**src/rtl/alu_pkg.sv**
```systemverilog
// Shared definitions for the ALU issue sequencer: instruction field layout,
// opcode values, register-file geometry and the controller state type.
package alu_pkg;

  localparam int          INSTR_W = 8;
  localparam int          REG_W   = 8;
  localparam int unsigned NREGS   = 4;
  localparam int          ADDR_W  = $clog2(NREGS);

  localparam int OPC_BIT = 7;
  localparam int RD_MSB  = 6;
  localparam int RD_LSB  = 5;
  localparam int RS_MSB  = 4;
  localparam int RS_LSB  = 3;
  localparam int IMM_MSB = 2;
  localparam int IMM_LSB = 0;
  localparam int IMM_W   = IMM_MSB - IMM_LSB + 1;

  localparam logic OP_ADD = 1'b1;
  localparam logic OP_SHL = 1'b0;

  typedef enum logic [1:0] {
    IDLE = 2'd0,
    WAIT = 2'd1,
    WB   = 2'd2
  } seq_state_t;

  typedef struct packed {
    logic              opcode;
    logic [ADDR_W-1:0] rd;
    logic [ADDR_W-1:0] rs;
    logic [IMM_W-1:0]  imm;
  } instr_t;

  // Split a raw instruction word into its fields.
  function automatic instr_t decode(input logic [INSTR_W-1:0] i);
    instr_t d;
    d.opcode = (i[OPC_BIT] == OP_ADD) ? OP_ADD : OP_SHL;
    d.rd     = i[RD_MSB:RD_LSB];
    d.rs     = i[RS_MSB:RS_LSB];
    d.imm    = i[IMM_MSB:IMM_LSB];
    return d;
  endfunction

endpackage

```
**src/rtl/alu_sequencer_if.sv**
```systemverilog
// Instruction handshake and register-file load port between the instruction
// source (master) and the sequencer (slave).
interface alu_sequencer_if;
  import alu_pkg::*;

  logic               instr_valid;
  logic [INSTR_W-1:0] instr;
  logic               instr_ready;
  logic               ld_valid;
  logic [ADDR_W-1:0]  ld_addr;
  logic [REG_W-1:0]   ld_data;

  modport master (
    output instr_valid,
    output instr,
    output ld_valid,
    output ld_addr,
    output ld_data,
    input  instr_ready
  );

  modport slave (
    input  instr_valid,
    input  instr,
    input  ld_valid,
    input  ld_addr,
    input  ld_data,
    output instr_ready
  );

endinterface

```
**src/rtl/alu_regfile.sv**
```systemverilog
// 4x8 register file: one synchronous write port, two operand read ports and a
// debug read port, all reads combinational; asynchronous clear to zero.
module alu_regfile
  import alu_pkg::*;
(
  input  logic              clk,
  input  logic              rst_n,
  input  logic              we,
  input  logic [ADDR_W-1:0] waddr,
  input  logic [REG_W-1:0]  wdata,
  input  logic [ADDR_W-1:0] raddr_a,
  output logic [REG_W-1:0]  rdata_a,
  input  logic [ADDR_W-1:0] raddr_b,
  output logic [REG_W-1:0]  rdata_b,
  input  logic [ADDR_W-1:0] raddr_d,
  output logic [REG_W-1:0]  rdata_d
);

  logic [REG_W-1:0] regs [NREGS];

  // Storage: clear on reset, otherwise single write port.
  always_ff @(posedge clk or negedge rst_n) begin
    if (!rst_n) begin
      for (int unsigned i = 0; i < NREGS; i++) begin
        regs[i] <= '0;
      end
    end else if (we) begin
      regs[waddr] <= wdata;
    end
  end

  assign rdata_a = regs[raddr_a];
  assign rdata_b = regs[raddr_b];
  assign rdata_d = regs[raddr_d];

endmodule

```
**src/rtl/alu_sequencer.sv**
```systemverilog
// Issue-side controller for the 8-bit ALU: accepts instructions, drives the
// ALU with register operands, waits out the ALU latency and writes the
// result back into the private register file.
module alu_sequencer
  import alu_pkg::*;
#(
  parameter int ALU_LATENCY = 1
) (
  input  logic              sysclk,
  input  logic              rst_n,
  alu_sequencer_if.slave    instr_bus,
  output logic [REG_W-1:0]  alu_a,
  output logic [REG_W-1:0]  alu_b,
  output logic [IMM_W-1:0]  alu_imm,
  output logic              alu_opcode,
  input  logic [REG_W-1:0]  alu_result,
  output logic              wb_valid,
  output logic [ADDR_W-1:0] wb_addr,
  output logic [REG_W-1:0]  wb_data,
  input  logic [ADDR_W-1:0] rd_addr,
  output logic [REG_W-1:0]  rd_data,
  output logic              busy
);

  localparam int               CNT_W    = 3;
  localparam logic [CNT_W-1:0] CNT_INIT = CNT_W'(ALU_LATENCY - 1);

  seq_state_t        state;
  seq_state_t        state_nxt;
  logic [CNT_W-1:0]  cnt;
  logic [ADDR_W-1:0] rd_q;
  instr_t            dec;
  logic              accept;
  logic              load_en;
  logic              in_wb;

  logic              rf_we;
  logic [ADDR_W-1:0] rf_waddr;
  logic [REG_W-1:0]  rf_wdata;
  logic [REG_W-1:0]  rf_a;
  logic [REG_W-1:0]  rf_b;

  assign dec     = decode(instr_bus.instr);
  // A load in IDLE blocks the instruction for that cycle; it stays pending.
  assign instr_bus.instr_ready = (state == IDLE) && !instr_bus.ld_valid && rst_n;
  assign accept  = instr_bus.instr_valid && instr_bus.instr_ready;
  assign load_en = (state == IDLE) && instr_bus.ld_valid;
  assign in_wb   = (state == WB);
  assign busy    = (state != IDLE);

  // Register-file write source: writeback in WB, external load in IDLE only.
  always_comb begin
    rf_we    = load_en || in_wb;
    rf_waddr = instr_bus.ld_addr;
    rf_wdata = instr_bus.ld_data;
    if (in_wb) begin
      rf_waddr = rd_q;
      rf_wdata = alu_result;
    end
  end

  alu_regfile u_regfile (
    .clk     (sysclk),
    .rst_n   (rst_n),
    .we      (rf_we),
    .waddr   (rf_waddr),
    .wdata   (rf_wdata),
    .raddr_a (dec.rd),
    .rdata_a (rf_a),
    .raddr_b (dec.rs),
    .rdata_b (rf_b),
    .raddr_d (rd_addr),
    .rdata_d (rd_data)
  );

  // State register.
  always_ff @(posedge sysclk or negedge rst_n) begin
    if (!rst_n) begin
      state <= IDLE;
    end else begin
      state <= state_nxt;
    end
  end

  // Next-state logic: IDLE -> WAIT on accept, WAIT until counter hits 0, WB -> IDLE.
  always_comb begin
    state_nxt = state;
    unique case (state)
      IDLE:    if (accept) state_nxt = WAIT;
      WAIT:    if (cnt == '0) state_nxt = WB;
      WB:      state_nxt = IDLE;
      default: state_nxt = IDLE;
    endcase
  end

  // Latency counter: loaded on accept, counts down while waiting.
  always_ff @(posedge sysclk or negedge rst_n) begin
    if (!rst_n) begin
      cnt <= '0;
    end else if (accept) begin
      cnt <= CNT_INIT;
    end else if (state == WAIT && cnt != '0) begin
      cnt <= cnt - 1'b1;
    end
  end

  // ALU operand registers: captured on accept and held until the next one.
  always_ff @(posedge sysclk or negedge rst_n) begin
    if (!rst_n) begin
      rd_q       <= '0;
      alu_a      <= '0;
      alu_b      <= '0;
      alu_imm    <= '0;
      alu_opcode <= 1'b0;
    end else if (accept) begin
      rd_q       <= dec.rd;
      alu_a      <= rf_a;
      alu_b      <= rf_b;
      alu_imm    <= dec.imm;
      alu_opcode <= dec.opcode;
    end
  end

  // Writeback report: one-cycle valid pulse, address/data held until next writeback.
  always_ff @(posedge sysclk or negedge rst_n) begin
    if (!rst_n) begin
      wb_valid <= 1'b0;
      wb_addr  <= '0;
      wb_data  <= '0;
    end else begin
      wb_valid <= in_wb;
      if (in_wb) begin
        wb_addr <= rd_q;
        wb_data <= alu_result;
      end
    end
  end

endmodule

```
**src/flat_wrapper.sv**
```systemverilog
// flat-port wrapper written by rule: the top's interface ports become plain ports
module alu_sequencer_flat import alu_pkg::*;
#(
  parameter int ALU_LATENCY = 1
)
  (sysclk, rst_n, alu_a, alu_b, alu_imm, alu_opcode, alu_result, wb_valid, wb_addr, wb_data, rd_addr, rd_data, busy, instr_bus_instr_valid, instr_bus_instr, instr_bus_ld_valid, instr_bus_ld_addr, instr_bus_ld_data, instr_bus_instr_ready);
  alu_sequencer_if instr_bus_i ();
  input  logic sysclk;
  input  logic rst_n;
  output logic [REG_W-1:0] alu_a;
  output logic [REG_W-1:0] alu_b;
  output logic [IMM_W-1:0] alu_imm;
  output logic alu_opcode;
  input  logic [REG_W-1:0] alu_result;
  output logic wb_valid;
  output logic [ADDR_W-1:0] wb_addr;
  output logic [REG_W-1:0] wb_data;
  input  logic [ADDR_W-1:0] rd_addr;
  output logic [REG_W-1:0] rd_data;
  output logic busy;
  input wire logic [$bits(instr_bus_i.instr_valid)-1:0] instr_bus_instr_valid;
  input wire logic [$bits(instr_bus_i.instr)-1:0] instr_bus_instr;
  input wire logic [$bits(instr_bus_i.ld_valid)-1:0] instr_bus_ld_valid;
  input wire logic [$bits(instr_bus_i.ld_addr)-1:0] instr_bus_ld_addr;
  input wire logic [$bits(instr_bus_i.ld_data)-1:0] instr_bus_ld_data;
  output wire logic [$bits(instr_bus_i.instr_ready)-1:0] instr_bus_instr_ready;
  assign instr_bus_i.instr_valid = instr_bus_instr_valid;
  assign instr_bus_i.instr = instr_bus_instr;
  assign instr_bus_i.ld_valid = instr_bus_ld_valid;
  assign instr_bus_i.ld_addr = instr_bus_ld_addr;
  assign instr_bus_i.ld_data = instr_bus_ld_data;
  assign instr_bus_instr_ready = instr_bus_i.instr_ready;
  alu_sequencer #(.ALU_LATENCY(ALU_LATENCY)) u_core (.sysclk(sysclk), .rst_n(rst_n), .instr_bus(instr_bus_i), .alu_a(alu_a), .alu_b(alu_b), .alu_imm(alu_imm), .alu_opcode(alu_opcode), .alu_result(alu_result), .wb_valid(wb_valid), .wb_addr(wb_addr), .wb_data(wb_data), .rd_addr(rd_addr), .rd_data(rd_data), .busy(busy));
endmodule
```
**config.mk**
```make
export PLATFORM = sky130hd
export DESIGN_NAME = alu_sequencer_flat
export DESIGN_NICKNAME = d
export VERILOG_FILES = /design/src/rtl/alu_pkg.sv /design/src/rtl/alu_sequencer_if.sv /design/src/rtl/alu_regfile.sv /design/src/rtl/alu_sequencer.sv /design/src/flat_wrapper.sv
export SDC_FILE = /design/constraint.sdc
export NUM_CORES = 1
export LEC_CHECK = 0
export ABC_AREA = 1
export ABC_CLOCK_PERIOD_IN_PS = 1700
export CAP_MARGIN = 20
export CORE_AREA = 5 5 90 92
export CTS_BUF_LIST = sky130_fd_sc_hd__clkbuf_8
export CTS_CLUSTER_DIAMETER = 60
export CTS_CLUSTER_SIZE = 30
export DETAILED_ROUTE_END_ITERATION = 10
export DIE_AREA = 0 0 95 97
export PLACE_DENSITY = 0.84
export SYNTH_ARGS = -nofsm -noshare
export SYNTH_HDL_FRONTEND = slang
export SYNTH_SLANG_ARGS = --single-unit
```
**constraint.sdc**
```tcl
create_clock -name sysclk -period 1.7 [get_ports sysclk]
set_clock_uncertainty 0.1 [all_clocks]
set_input_delay 0.255 -clock sysclk [delete_from_list [all_inputs] [get_ports sysclk]]
set_output_delay 0.255 -clock sysclk [all_outputs]
set_load 0.02 [all_outputs]
```
=== Word level (Yosys, flattened, before mapping) ===
Cells that the tools add are included.

* Flip-flop bits (word level): 70
* Bits of input ports: 32

* $lt $le $gt $ge: 5
* Mux-type cells: 20
* Reductions and logical operators: 14
* Add/sub/neg operators: 1
* Eq/ne operators: 4
* Bitwise operators: 4

{| class="wikitable"
|+ Operator list
! kind !! number
|-
| two-way mux 8 bit || 8
|-
| binary-select mux 8 bit (select 2 bit) || 3
|-
| bitwise mux 32 bit || 1
|-
| demux 8 bit (select 2 bit) || 1
|-
| greater-or-equal comparator 3 bit, second input constant || 4
|-
| inverter 2 -> 3 bit || 4
|-
| logical AND 1 bit || 6
|-
| two-way mux 2 bit || 3
|-
| two-way mux 3 bit || 2
|-
| != test 2 x 1 -> 1 bit, second input constant || 2
|-
| one-hot mux 2 bit (2 select lines) || 1
|-
| nonzero test 2 bit || 2
|-
| zero test 3 bit || 1
|-
| less-than comparator 3 x 1 -> 1 bit, second input constant || 1
|-
| nonzero test 3 bit || 1
|-
| subtractor 3 x 1 -> 3 bit, second input constant || 1
|-
| == test 2 x 1 -> 1 bit, second input constant || 1
|-
| == test 2 bit, second input constant || 1
|-
| zero test 2 bit || 1
|-
| AND reduction 2 bit || 1
|-
| zero test 1 bit || 1
|-
| logical OR 1 bit || 1
|-
| two-way mux 1 bit || 1
|}

=== Depth between registers and ports, before layout ===
* Depth in word-level cells: 8
* Depth in mapped cells: 8
* Depth with buffers taken out: 8

=== Cells and area by module ===
Synthesis repeated with hierarchy kept, for this count alone.

* Cells, all modules: 561
* Area, all modules: 4107.7 µm²

{| class="wikitable"
|+ By module, submodules not included
! module !! sequential area each (µm²) !! times used !! cells an instance !! area an instance (µm²)
|-
| alu_regfile || 800.8 || 1 || 359 || 2316.0
|-
| alu_sequencer || 950.9 || 1 || 202 || 1791.7
|}

=== Worst setup path before layout ===
No wires, ideal clock.

* Path kind: in2out
* Start: input port rd_addr[0]
* End: output port rd_data[4]
* Buffers on the path: 2
* Arrival: 1.226 ns
* Path slack: 0.119 ns
* Data required time: 1.345 ns
* Stages: 5
* Cells stage by stage: buf_2 > inv_1 > clkbuf_1 > a21oi_1 > a21oi_1

* Word-level cells in the longest chain between the ends: 4

{| class="wikitable"
|+ Ends and longest elaborated chain
! what !! line !! text
|-
| start: declaration || flat_wrapper.sv:18 || <nowiki>input logic [ADDR_W-1:0] rd_addr;</nowiki>
|-
| inverter 2 -> 3 bit (not written as such) || alu_regfile.sv:34 || <nowiki>assign rdata_d = regs[raddr_d];</nowiki>
|-
| binary-select mux 8 bit (select 2 bit) || alu_regfile.sv:34 ||
|-
| two-way mux 8 bit (not written as such) (2 in series) || alu_regfile.sv:34 ||
|-
| end: declaration || flat_wrapper.sv:19 || <nowiki>output logic [REG_W-1:0] rd_data;</nowiki>
|}

Every way passes these cells. The select of a mux whose other input is x is not followed.

=== Worst setup path after layout ===
* Start: register u_core.u_regfile.regs[23] (netlist bit)
* End: output port rd_data[7]

* Word-level cells in the longest chain between the ends: 3

{| class="wikitable"
|+ Ends and longest elaborated chain
! what !! line !! text
|-
| start: declaration || alu_regfile.sv:19 || <nowiki>logic [REG_W-1:0] regs [NREGS];</nowiki>
|-
| start signal: indexed assignment || alu_regfile.sv:28 || <nowiki>regs[waddr] <= wdata;</nowiki>
|-
| binary-select mux 8 bit (select 2 bit) || alu_regfile.sv:34 ||
|-
| two-way mux 8 bit (not written as such) (2 in series) || alu_regfile.sv:34 ||
|}

Every way passes these cells. The select of a mux whose other input is x is not followed.

==> results.ini <==
[outcome]
status = complete, no violations

[yosys]
synthesis.area_um2 = 3650
synth_nets = 521
netlist_instances = 487
async_flop_share = 1.00
synth-simple-area-share = 0.315
synth_top_family_by_area = simple AND/OR/NAND/NOR gates
synthAdderAreaFrac = 0.00685
yosys-top-cells-count = nand2_1 (213), dfrtp_1 (70), a21oi_1 (41), inv_1 (29), o21ai_0 (27)
synth.most_common_cell = nand2_1
yosysTopAreaCell = dfrtp_1
synth_xor_xnor_area_share = 0
synth_top_cell_area_share = 0.479
synth-edff-count = 0
synthFlopType = dfrtp_1
synth_cell_types = 26
synth_compound_area_frac = 0.132
ys_seq_area_frac = 0.479
synthTopCellsByArea = dfrtp_1 (48%), nand2_1 (22%), a21oi_1 (5.6%)
ys_ff_latch = 70
yosysWarnings = 0
muxShareOfSynthArea = 0
avgSynthCellArea_um2 = 7.50

[pwr]
vdd_drop_max_mv = 0.630
power.density_nw_per_um2 = 1160
power.leakage_uw = 0.00284

[critical_path]
reg2reg_setup_slack_ns = 0.07
slowest_stage = dfrtp_1
reg2reg_from = u_core.state[1]
regToRegEndpoint = u_core.u_regfile.regs[7]
crit_type = flop to primary output
endpoint_kind = primary output
cp-startpoint = u_core.u_regfile.regs[23]
path_buf_inv = 2
startpoint_type = flop
worstPathRequired_ns = 1.34
slowest_delay_ns = 0.39
path_cells = inv_2, o21ai_2, a21oi_1, a21oi_1, buf_4
cp_top_family = flip-flops
critical_path_depth = 5
arrival_ns = 1.34
crit_top_cell = a21oi_1
cp_max_fo = 2
r2r_cells = 6

[layout]
nNetsFinal = 632
final-seq-area_um2 = 1750
utilization = 0.719
drive_gt1_frac = 0.187
antenna_cells = 0
n_fill_cell = 547
multi_input_area_um2 = 1720
area_growth_pct = 40.5

[detailed_routing]
drtAntennaViolNets = 0
post-route-drc-count = 0
viasPerCell = 5.45
drt-total-wl_um = 10700
vias = 3827
avgRoutedWirePerCell_um = 15.3
drtIter0Drc = 323
drt_pass1_iterations = 5

[placement]
gp_congestion = 0.890
port_buffers = 72
detailed_place_hpwl_um = 7200

[global_route]
grt_overflow = 0
grt.total_usage = 0.235
grt_pass1_wl_um = 17400
grt_max_degree = 71
grt_pass1_vias = 3651
antenna_found_initial = 0

[timing]
tightest_slew_ns = 0.882
setup_viol = 0
final-hold-violation-count = 0
max_freq_mhz = 589
period_needed_ns = 1.70
relSlewSlack = 0.412
fin_crit_sh = 1.00
maxSlewViolCount = 0
rsz0062_at_grt = yes
whs_ns = 0.0495

[clock_tree]
insertion_delay_ns = 0.35
numCtsBuffers = 9
cts.path.max_buffers = 2
cts-root-buf = clkbuf_8
cts_tree = done
cts_num_sinks = 70
path_clk_slew_ns = 0.08
cts_max_level = 3

[die]
ioPinCount = 73
die_area_um2 = 9220
die_x_um = 95
fp.coreArea_um2 = 7140
start_util = 0.512
rows = 31
die_height_um = 97

[hold_path]
hold_class = input pin to asynchronous set/reset pin

[run]
cap_violations = 0

-- state kept, by name, summed over array words and instances (netlist names), 2 cells and up --
signal                 cells
u_core.alu_a               8
u_core.wb_addr             2
u_core.state               2
u_core.wb_data             8
u_core.cnt                 3
u_core.alu_imm             3
u_core.rd_q                2
u_core.u_regfile.regs     32
u_core.alu_b               8
-- kinds of logic after synthesis --
family,Yosys count
AND/OR/NAND/NOR,271
AO/OA/AOI/OAI,86
adder cells (fa/ha/maj),2
flip-flops,70
buffers and inverters,58
-- routing by layer --
| layer | vias to the layer above | routed length [µm] | track usage |
|---|---|---|---|
| met5 | - | 0 | 0 |
| met4 | 0 | 279 | 0.101 |
| met3 | 34 | 900 | 0.0442 |
| met2 | 202 | 5200 | 0.367 |
| met1 | 1776 | 4350 | 0.317 |
| li1 | 1815 | - | - |
-- worst max-delay path by stage --
| stage | to |
|---|---|
| CTS | wb_data[3] |
| finish | rd_data[7] |
| floorplan | rd_data[4] |
| global placement | rd_data[1] |
| detailed placement | rd_data[1] |
| global route | rd_data[1] |
-- per-stage QoR --
step / power [µW] / cell area (µm²) / setup slack [ns] / setup TNS, ns / instances
final: 5950 / 5130 / 0.000836 / 0 / 702
after global routing: 6270 / 5130 / -0.0588 / -0.184 / 702
after CTS: 5890 / 5020 / 0.000473 / 0 / 697
after detailed placement: 4220 / 4750 / -0.708 / -5.57 / 677
after global placement: 4150 / 4750 / -0.649 / -4.91 / 677
after floorplan: 3240 / 3650 / 0.119 / 0 / 487
-- cell type report --
cell class | instances | area share
Clock inverter | 7 | 0.0234
Clock buffer | 9 | 0.0241
Timing Repair inverter | 1 | 0.00146
Tap cell | 99 | 0.0241
Sequential cell | 70 | 0.341
Timing Repair Buffer | 126 | 0.227
Inverter | 31 | 0.0246
Multi-Input combinational cell | 359 | 0.334
-- placed cells by master (no fill, tap or decap) --
master	synthesis	routed
buf_12	0	3
bufinv_16	0	3
clkbuf_8	0	9
inv_6	0	2
buf_2	7	4
o21ai_0	27	20
nand2_4	1	1
dlygate4sd2_1	0	6
a21oi_2	0	6
inv_4	0	1
clkdlybuf4s50_1	0	38
o21ai_4	1	1
clkdlybuf4s15_2	0	1
clkinv_2	0	1
inv_1	29	24
nand3_4	0	2
buf_4	2	55
nand4_2	1	1
nand3_1	26	26
dlymetal6s2s_1	0	16
ha_1	2	2
buf_6	1	2
dfrtp_1	70	70
a21oi_1	41	35
o22ai_1	1	1
nand2_2	5	5
o21ai_2	0	4
clkbuf_2	0	1
nor3_1	2	2
clkinvlp_4	0	4
nand4_1	16	16
o21ai_1	0	3
nor2_1	3	2
o211ai_1	16	16
nor2_8	1	1
inv_2	1	4
nand2_1	213	213
nor2_2	1	2
-- power by group --
part	switching, µW	internal (µW)
Clock	674	982
Sequential	281	2030
Combinational	1090	892
-- repair_timing --
action	CTS	global route
pin swaps	2	4
endpoints found under the setup margin	15	49
gates resized for setup	64	35
buffers inserted	3	5
cloned	1	0
hold buffers	0	0
No activity file was read; power rests on OpenSTA's default activity.
